$ cat src/rtl/ex_muldiv_unit_if.sv
// rtl/ex_muldiv_unit_if.sv - operand/command and HI/LO result bundle for the EX-stage mul/div unit
interface ex_muldiv_unit_if #(
    parameter int WIDTH = 32
);
    logic             start;
    logic [1:0]       op;
    logic [WIDTH-1:0] a;
    logic [WIDTH-1:0] b;
    logic             mthi;
    logic             mtlo;
    logic [WIDTH-1:0] wdata;
    logic             flush;
    logic [WIDTH-1:0] hi;
    logic [WIDTH-1:0] lo;
    logic             busy;
    logic             done;

    modport master (
        output start, op, a, b, mthi, mtlo, wdata, flush,
        input  hi, lo, busy, done
    );

    modport slave (
        input  start, op, a, b, mthi, mtlo, wdata, flush,
        output hi, lo, busy, done
    );
endinterface

$ cat src/rtl/ex_muldiv_unit.sv
// rtl/ex_muldiv_unit.sv - iterative MULT/MULTU/DIV/DIVU unit owning the HI/LO registers
module ex_muldiv_unit #(
    parameter int WIDTH = 32,
    parameter int CNT_W = 5
) (
    input  logic               clk,
    input  logic               rst,
    ex_muldiv_unit_if.slave    bus
);

    typedef enum logic [1:0] {
        S_IDLE = 2'd0,
        S_CALC = 2'd1,
        S_FIX  = 2'd2
    } state_e;

    localparam logic [CNT_W-1:0] LAST_ITER = CNT_W'(WIDTH - 1);

    state_e             state_q, state_d;
    logic [CNT_W-1:0]   cnt_q, cnt_d;
    logic [WIDTH-1:0]   acc_q, acc_d;
    logic [WIDTH-1:0]   lsr_q, lsr_d;
    logic [WIDTH-1:0]   opd_q, opd_d;
    logic               is_div_q, is_div_d;
    logic               neg_lo_q, neg_lo_d;
    logic               neg_hi_q, neg_hi_d;
    logic               dz_q, dz_d;
    logic [WIDTH-1:0]   hi_q, hi_d;
    logic [WIDTH-1:0]   lo_q, lo_d;
    logic               busy_q, busy_d;
    logic               done_q, done_d;

    logic [WIDTH-1:0]   a_mag, b_mag;
    logic [WIDTH:0]     mul_sum;
    logic [WIDTH:0]     div_shift;
    logic [WIDTH-1:0]   div_diff;
    logic               div_ge;
    logic [2*WIDTH-1:0] prod, prod_neg;
    logic [WIDTH-1:0]   quo_fix, rem_fix;

    // 0x80000000 negates to itself, which is exactly the unsigned magnitude 2^31
    assign a_mag = (bus.op[0] && bus.a[WIDTH-1]) ? -bus.a : bus.a;
    assign b_mag = (bus.op[0] && bus.b[WIDTH-1]) ? -bus.b : bus.b;

    // Multiply: acc holds the running high half, lsr shifts the multiplier out / product low half in
    assign mul_sum   = {1'b0, acc_q} + (lsr_q[0] ? {1'b0, opd_q} : '0);

    // Divide: acc is the partial remainder, lsr shifts the dividend out / quotient in
    assign div_shift = {acc_q, lsr_q[WIDTH-1]};
    assign div_ge    = div_shift >= {1'b0, opd_q};
    assign div_diff  = div_shift[WIDTH-1:0] - opd_q;

    assign prod      = {acc_q, lsr_q};
    assign prod_neg  = -prod;
    assign quo_fix   = neg_lo_q ? -lsr_q : lsr_q;
    assign rem_fix   = neg_hi_q ? -acc_q : acc_q;

    always_ff @(posedge clk or negedge rst) begin
        if (!rst) begin
            state_q  <= S_IDLE;
            cnt_q    <= '0;
            acc_q    <= '0;
            lsr_q    <= '0;
            opd_q    <= '0;
            is_div_q <= 1'b0;
            neg_lo_q <= 1'b0;
            neg_hi_q <= 1'b0;
            dz_q     <= 1'b0;
            hi_q     <= '0;
            lo_q     <= '0;
            busy_q   <= 1'b0;
            done_q   <= 1'b0;
        end else begin
            state_q  <= state_d;
            cnt_q    <= cnt_d;
            acc_q    <= acc_d;
            lsr_q    <= lsr_d;
            opd_q    <= opd_d;
            is_div_q <= is_div_d;
            neg_lo_q <= neg_lo_d;
            neg_hi_q <= neg_hi_d;
            dz_q     <= dz_d;
            hi_q     <= hi_d;
            lo_q     <= lo_d;
            busy_q   <= busy_d;
            done_q   <= done_d;
        end
    end

    always_comb begin
        state_d  = state_q;
        cnt_d    = cnt_q;
        acc_d    = acc_q;
        lsr_d    = lsr_q;
        opd_d    = opd_q;
        is_div_d = is_div_q;
        neg_lo_d = neg_lo_q;
        neg_hi_d = neg_hi_q;
        dz_d     = dz_q;
        hi_d     = hi_q;
        lo_d     = lo_q;
        busy_d   = busy_q;
        done_d   = 1'b0;

        case (state_q)
            S_IDLE: begin
                if (!bus.flush) begin
                    if (bus.start) begin
                        state_d  = S_CALC;
                        busy_d   = 1'b1;
                        cnt_d    = '0;
                        acc_d    = '0;
                        is_div_d = bus.op[1];
                        neg_lo_d = bus.op[0] & (bus.a[WIDTH-1] ^ bus.b[WIDTH-1]);
                        if (bus.op[1]) begin
                            lsr_d    = a_mag;
                            opd_d    = b_mag;
                            neg_hi_d = bus.op[0] & bus.a[WIDTH-1];
                            dz_d     = (bus.b == '0);
                        end else begin
                            lsr_d    = b_mag;
                            opd_d    = a_mag;
                            neg_hi_d = 1'b0;
                            dz_d     = 1'b0;
                        end
                    end else begin
                        if (bus.mthi) hi_d = bus.wdata;
                        if (bus.mtlo) lo_d = bus.wdata;
                    end
                end
            end

            S_CALC: begin
                if (bus.flush) begin
                    state_d = S_IDLE;
                    busy_d  = 1'b0;
                end else if (dz_q) begin
                    state_d = S_FIX;
                end else begin
                    if (is_div_q) begin
                        acc_d = div_ge ? div_diff : div_shift[WIDTH-1:0];
                        lsr_d = {lsr_q[WIDTH-2:0], div_ge};
                    end else begin
                        acc_d = mul_sum[WIDTH:1];
                        lsr_d = {mul_sum[0], lsr_q[WIDTH-1:1]};
                    end
                    cnt_d = cnt_q + CNT_W'(1);
                    if (cnt_q == LAST_ITER) state_d = S_FIX;
                end
            end

            S_FIX: begin
                state_d = S_IDLE;
                busy_d  = 1'b0;
                if (!bus.flush) begin
                    done_d = 1'b1;
                    // A zero divisor completes the handshake but leaves HI/LO untouched
                    if (!dz_q) begin
                        if (is_div_q) begin
                            hi_d = rem_fix;
                            lo_d = quo_fix;
                        end else if (neg_lo_q) begin
                            hi_d = prod_neg[2*WIDTH-1:WIDTH];
                            lo_d = prod_neg[WIDTH-1:0];
                        end else begin
                            hi_d = prod[2*WIDTH-1:WIDTH];
                            lo_d = prod[WIDTH-1:0];
                        end
                    end
                end
            end

            default: begin
                state_d = S_IDLE;
                busy_d  = 1'b0;
            end
        endcase
    end

    assign bus.hi   = hi_q;
    assign bus.lo   = lo_q;
    assign bus.busy = busy_q;
    assign bus.done = done_q;

endmodule
$ cat src/flat_wrapper.sv
// flat-port wrapper written by rule: the top's interface ports become plain ports
module ex_muldiv_unit_flat 
#(
    parameter int WIDTH = 32,
    parameter int CNT_W = 5
)
  (clk, rst, bus_start, bus_op, bus_a, bus_b, bus_mthi, bus_mtlo, bus_wdata, bus_flush, bus_hi, bus_lo, bus_busy, bus_done);
  ex_muldiv_unit_if #(.WIDTH(WIDTH)) bus_i ();
  input  logic clk;
  input  logic rst;
  input wire logic [$bits(bus_i.start)-1:0] bus_start;
  input wire logic [$bits(bus_i.op)-1:0] bus_op;
  input wire logic [$bits(bus_i.a)-1:0] bus_a;
  input wire logic [$bits(bus_i.b)-1:0] bus_b;
  input wire logic [$bits(bus_i.mthi)-1:0] bus_mthi;
  input wire logic [$bits(bus_i.mtlo)-1:0] bus_mtlo;
  input wire logic [$bits(bus_i.wdata)-1:0] bus_wdata;
  input wire logic [$bits(bus_i.flush)-1:0] bus_flush;
  output wire logic [$bits(bus_i.hi)-1:0] bus_hi;
  output wire logic [$bits(bus_i.lo)-1:0] bus_lo;
  output wire logic [$bits(bus_i.busy)-1:0] bus_busy;
  output wire logic [$bits(bus_i.done)-1:0] bus_done;
  assign bus_i.start = bus_start;
  assign bus_i.op = bus_op;
  assign bus_i.a = bus_a;
  assign bus_i.b = bus_b;
  assign bus_i.mthi = bus_mthi;
  assign bus_i.mtlo = bus_mtlo;
  assign bus_i.wdata = bus_wdata;
  assign bus_i.flush = bus_flush;
  assign bus_hi = bus_i.hi;
  assign bus_lo = bus_i.lo;
  assign bus_busy = bus_i.busy;
  assign bus_done = bus_i.done;
  ex_muldiv_unit #(.WIDTH(WIDTH), .CNT_W(CNT_W)) u_core (.clk(clk), .rst(rst), .bus(bus_i));
endmodule
$ cat config.mk
export PLATFORM = sky130hd
export DESIGN_NAME = ex_muldiv_unit_flat
export DESIGN_NICKNAME = d
export VERILOG_FILES = /design/src/rtl/ex_muldiv_unit_if.sv /design/src/rtl/ex_muldiv_unit.sv /design/src/flat_wrapper.sv
export SDC_FILE = /design/constraint.sdc
export NUM_CORES = 1
export LEC_CHECK = 0
export ABC_AREA = 0
export CORE_UTILIZATION = 35
export CTS_CLUSTER_DIAMETER = 50
export DETAILED_ROUTE_END_ITERATION = 6
export PLACE_DENSITY_LB_ADDON = 0.1
export SLEW_MARGIN = 20
export SYNTH_ARGS = -nofsm -noshare
export SYNTH_HDL_FRONTEND = slang
export SYNTH_SLANG_ARGS = --single-unit
$ cat constraint.sdc
create_clock -name clk -period 5.1 [get_ports clk]
set_clock_uncertainty 0.1 [all_clocks]
set_input_delay 1.02 -clock clk [delete_from_list [all_inputs] [get_ports clk]]
set_output_delay 1.02 -clock clk [all_outputs]
set_load 0.005 [all_outputs]
==> results.cfg <==
[critical_path]
r2r-start = u_core.lsr_q[18]
critPathKind = flip-flop to flip-flop
ff2ff_path_depth = 9
critical_path.cell_chain = or4_4, or4_4, or4_4, nand2b_1, o31ai_1, o21ai_1, xor2_1, nand2_1, a31oi_1
path_delay_family = simple AND/OR/NAND/NOR gates
reg2reg_to = u_core.bus.hi[29]
endpoint_kind = flip-flop
crit_required_ns = 5.40
cp.buffers_inverters = 0
ff2ff_setup_slack_ns = 1.15
cp_num_cells = 9
critPathSlowestCell = or4_4
critPathMostFrequentCell = or4_4
critPathLaunchType = flip-flop
cp_slowest_stage_delay_ns = 0.60
crit_fanout = 7
cp.arrival_ns = 4.24
crit_start = u_core.lsr_q[18]
endpoint = u_core.bus.hi[29]

[clock_tree]
htreeDepth = 4
cts_root_buf = clkbuf_16
hold_buffers = 0
clk_latency_ns = 0.47
cts_tree = done
clk_path_buf_depth = 2
clk_pin_slew_ns = 0.07
clock-sinks = 173
cts_setup_buffers = 0
cts_resized = 0
numCtsBuffers = 17

[final_layout]
area_growth_pct = 18.7
drive_gt1_share_pct = 4.60
final_common_cell = nor2_1
fin_cells = 2737
final_nets = 2315
layout_common_cells = nor2_1, a21oi_1, nand2_1
insertedDiodeCount = 0

[floorplan]
rows = 76
die_y_um = 212
core_area_mm2 = 0.0432
start_util_pct = 35.6
ios = 170
die_w_um = 212
die_area_mm2 = 0.0448

[flow_run]
cap_viol_max_count = 0

[min_path]
min-delay-start = u_core.bus.hi[20]
hold_class = flip-flop to flip-flop

[sta]
setup_violations = 0
fmax_ghz = 0.253
fin_setup_tns_ns = 0
slew_headroom_pct = 31.7
rsz0062_at_grt = no
finalHoldViolCount = 0
holdWs_ns = 0.377
slew_viol_final = 0
tightest_slew_ns = 1.02
period_needed_ns = 3.95
period_share_pct = 77.4

[global_routing]
use_met2_pct = 41.0
antenna_found_initial = 0
grt_pass1_wl_um = 89400
grt.met3_usage_pct = 3.46
grt_pass1_vias = 14400
grt_use_total_pct = 26.5
grt_max_degree = 78
grt_util_met1_pct = 38.5
busiest_layer = met2
grt_overflow_total = 0

[routing]
route.antenna.remaining_nets = 0
viasPerCell = 5.65
drc_errors = 0
post_drt_wl_per_cell_um = 21.6
first_iter_violations = 1190
dr.pass1.iters = 7
num_vias = 15500
wl_um = 59200

[placed_design]
portBuffers = 169
place.gp.congestion = 0.935
placed_cells = 2705
detailed_place_hpwl_um = 46800

[yosys]
synth.avg_cell_area_um2 = 7.53
async_flop_share_pct = 100
syn_inst = 2043
ys_ff_latch = 173
ys_warn_count = 0
ys_seq_area_share_pct = 28.2
synth_nets = 2219
synth_cell_types = 76
synth_ff_type = dfrtp_1
syn_area_mm2 = 0.0154
synth-edff-count = 0

[power_and_ir_drop]
leakagePower_nw = 7.75
ir_worst_vdd_mv = 0.175
power_density_mw_per_mm2 = 479

[outcome]
run_status = finished clean
==> how the worst min path moves through the flow <==
stage                             end  slack [ns]  cells past startpoint
floorplan             u_core.cnt_q[4]        0.35                      2
global placement      u_core.cnt_q[4]        0.36                      2
finish              u_core.bus.hi[20]        0.38                      2
CTS                 u_core.bus.hi[22]        0.38                      2
global route        u_core.bus.hi[20]        0.40                      2
detailed placement  u_core.bus.lo[26]        0.36                      1
==> cell usage after synthesis, drive strengths merged, types with 15 or more instances <==
| master | instances | share of area, % |
|---|---|---|
| or3 | 25 | 1.0 |
| a31oi | 22 | 0.90 |
| and3 | 17 | 0.69 |
| nor2b | 20 | 0.81 |
| nand4 | 15 | 0.61 |
| mux2i | 45 | 2.9 |
| ha | 70 | 5.7 |
| o21ai | 205 | 6.7 |
| nor3 | 32 | 1.0 |
| nand2b | 22 | 0.90 |
| o41ai | 15 | 0.90 |
| nand2 | 213 | 5.2 |
| or4 | 19 | 1.0 |
| o211ai | 30 | 1.5 |
| dfrtp | 173 | 28 |
| xnor2 | 86 | 4.9 |
| buf | 17 | 0.49 |
| o31ai | 40 | 2.0 |
| nor2 | 252 | 6.2 |
| nand3 | 36 | 1.2 |
| inv | 64 | 1.6 |
| nor4 | 20 | 0.81 |
| a21o | 35 | 1.7 |
| clkbuf | 106 | 2.6 |
| a211oi | 21 | 1.0 |
| a21oi | 218 | 7.1 |
| xor2 | 84 | 4.8 |
==> sequential cells by signal (all words and copies together) (netlist names) <==
signal / count
u_core.dz_q: 1
u_core.neg_lo_q: 1
u_core.neg_hi_q: 1
u_core.bus.lo: 32
u_core.bus.busy: 1
u_core.bus.done: 1
u_core.acc_q: 32
u_core.state_q: 2
u_core.cnt_q: 5
u_core.lsr_q: 32
u_core.bus.hi: 32
u_core.opd_q: 32
u_core.is_div_q: 1
==> power breakdown <==
group	switching, mW	internal, mW	total (mW)
clock network	0.644	0.799	1.44
logic	2.95	2.01	4.96
registers	0.623	1.72	2.35
total	4.22	4.53	8.75
==> layer usage <==
| metal | up-vias | wire length (µm) |
|---|---|---|
| met5 | - | 0 |
| met4 | 0 | 1200 |
| met1 | 7400 | 28300 |
| met3 | 40 | 3520 |
| li1 | 7510 | - |
| met2 | 520 | 26300 |
==> per-stage QoR <==
| step | util, % | area [µm²] | setup WS [ns] | power [mW] |
|---|---|---|---|---|
| after CTS | 42.3 | 18200 | 1.22 | 8.69 |
| after floorplan | - | 15400 | 1.43 | 5.45 |
| after global routing | 42.3 | 18300 | 0.846 | 9.37 |
| after global placement | 40.8 | 17600 | 0.897 | 7.21 |
| after detailed placement | 40.8 | 17600 | 0.920 | 7.23 |
| final | 42.3 | 18300 | 1.15 | 8.75 |
==> cell families after synthesis <==
logic type | after synthesis | share of synthesized area (%)
fa+ha+maj | 72 | 5.96
compound gates | 683 | 27.0
buf+inv | 187 | 4.64
mux | 49 | 3.22
xor+xnor | 170 | 9.68
flops | 173 | 28.2
simple gates | 709 | 21.3
==> cell type report <==
| cell class | instances | area, µm² |
|---|---|---|
| sequential | 173 | 4330 |
| inverter | 64 | 240 |
| fill | 4511 | 24900 |
| clock inverter | 12 | 173 |
| timing repair buffer | 200 | 1950 |
| clock buffer | 20 | 447 |
| tap | 585 | 732 |
| multi-input combinational | 1683 | 10400 |
==> worst reg2reg max path, delay by kind of cell (launching register included) <==
| kind | cells | cell delay [ns] |
|---|---|---|
| AO/OA/AOI/OAI | 3 | 0.62 |
| XOR/XNOR | 1 | 0.49 |
| flip-flops | 1 | 0.49 |
| AND/OR/NAND/NOR | 5 | 2.18 |
No activity file was read; power rests on OpenSTA's default activity.
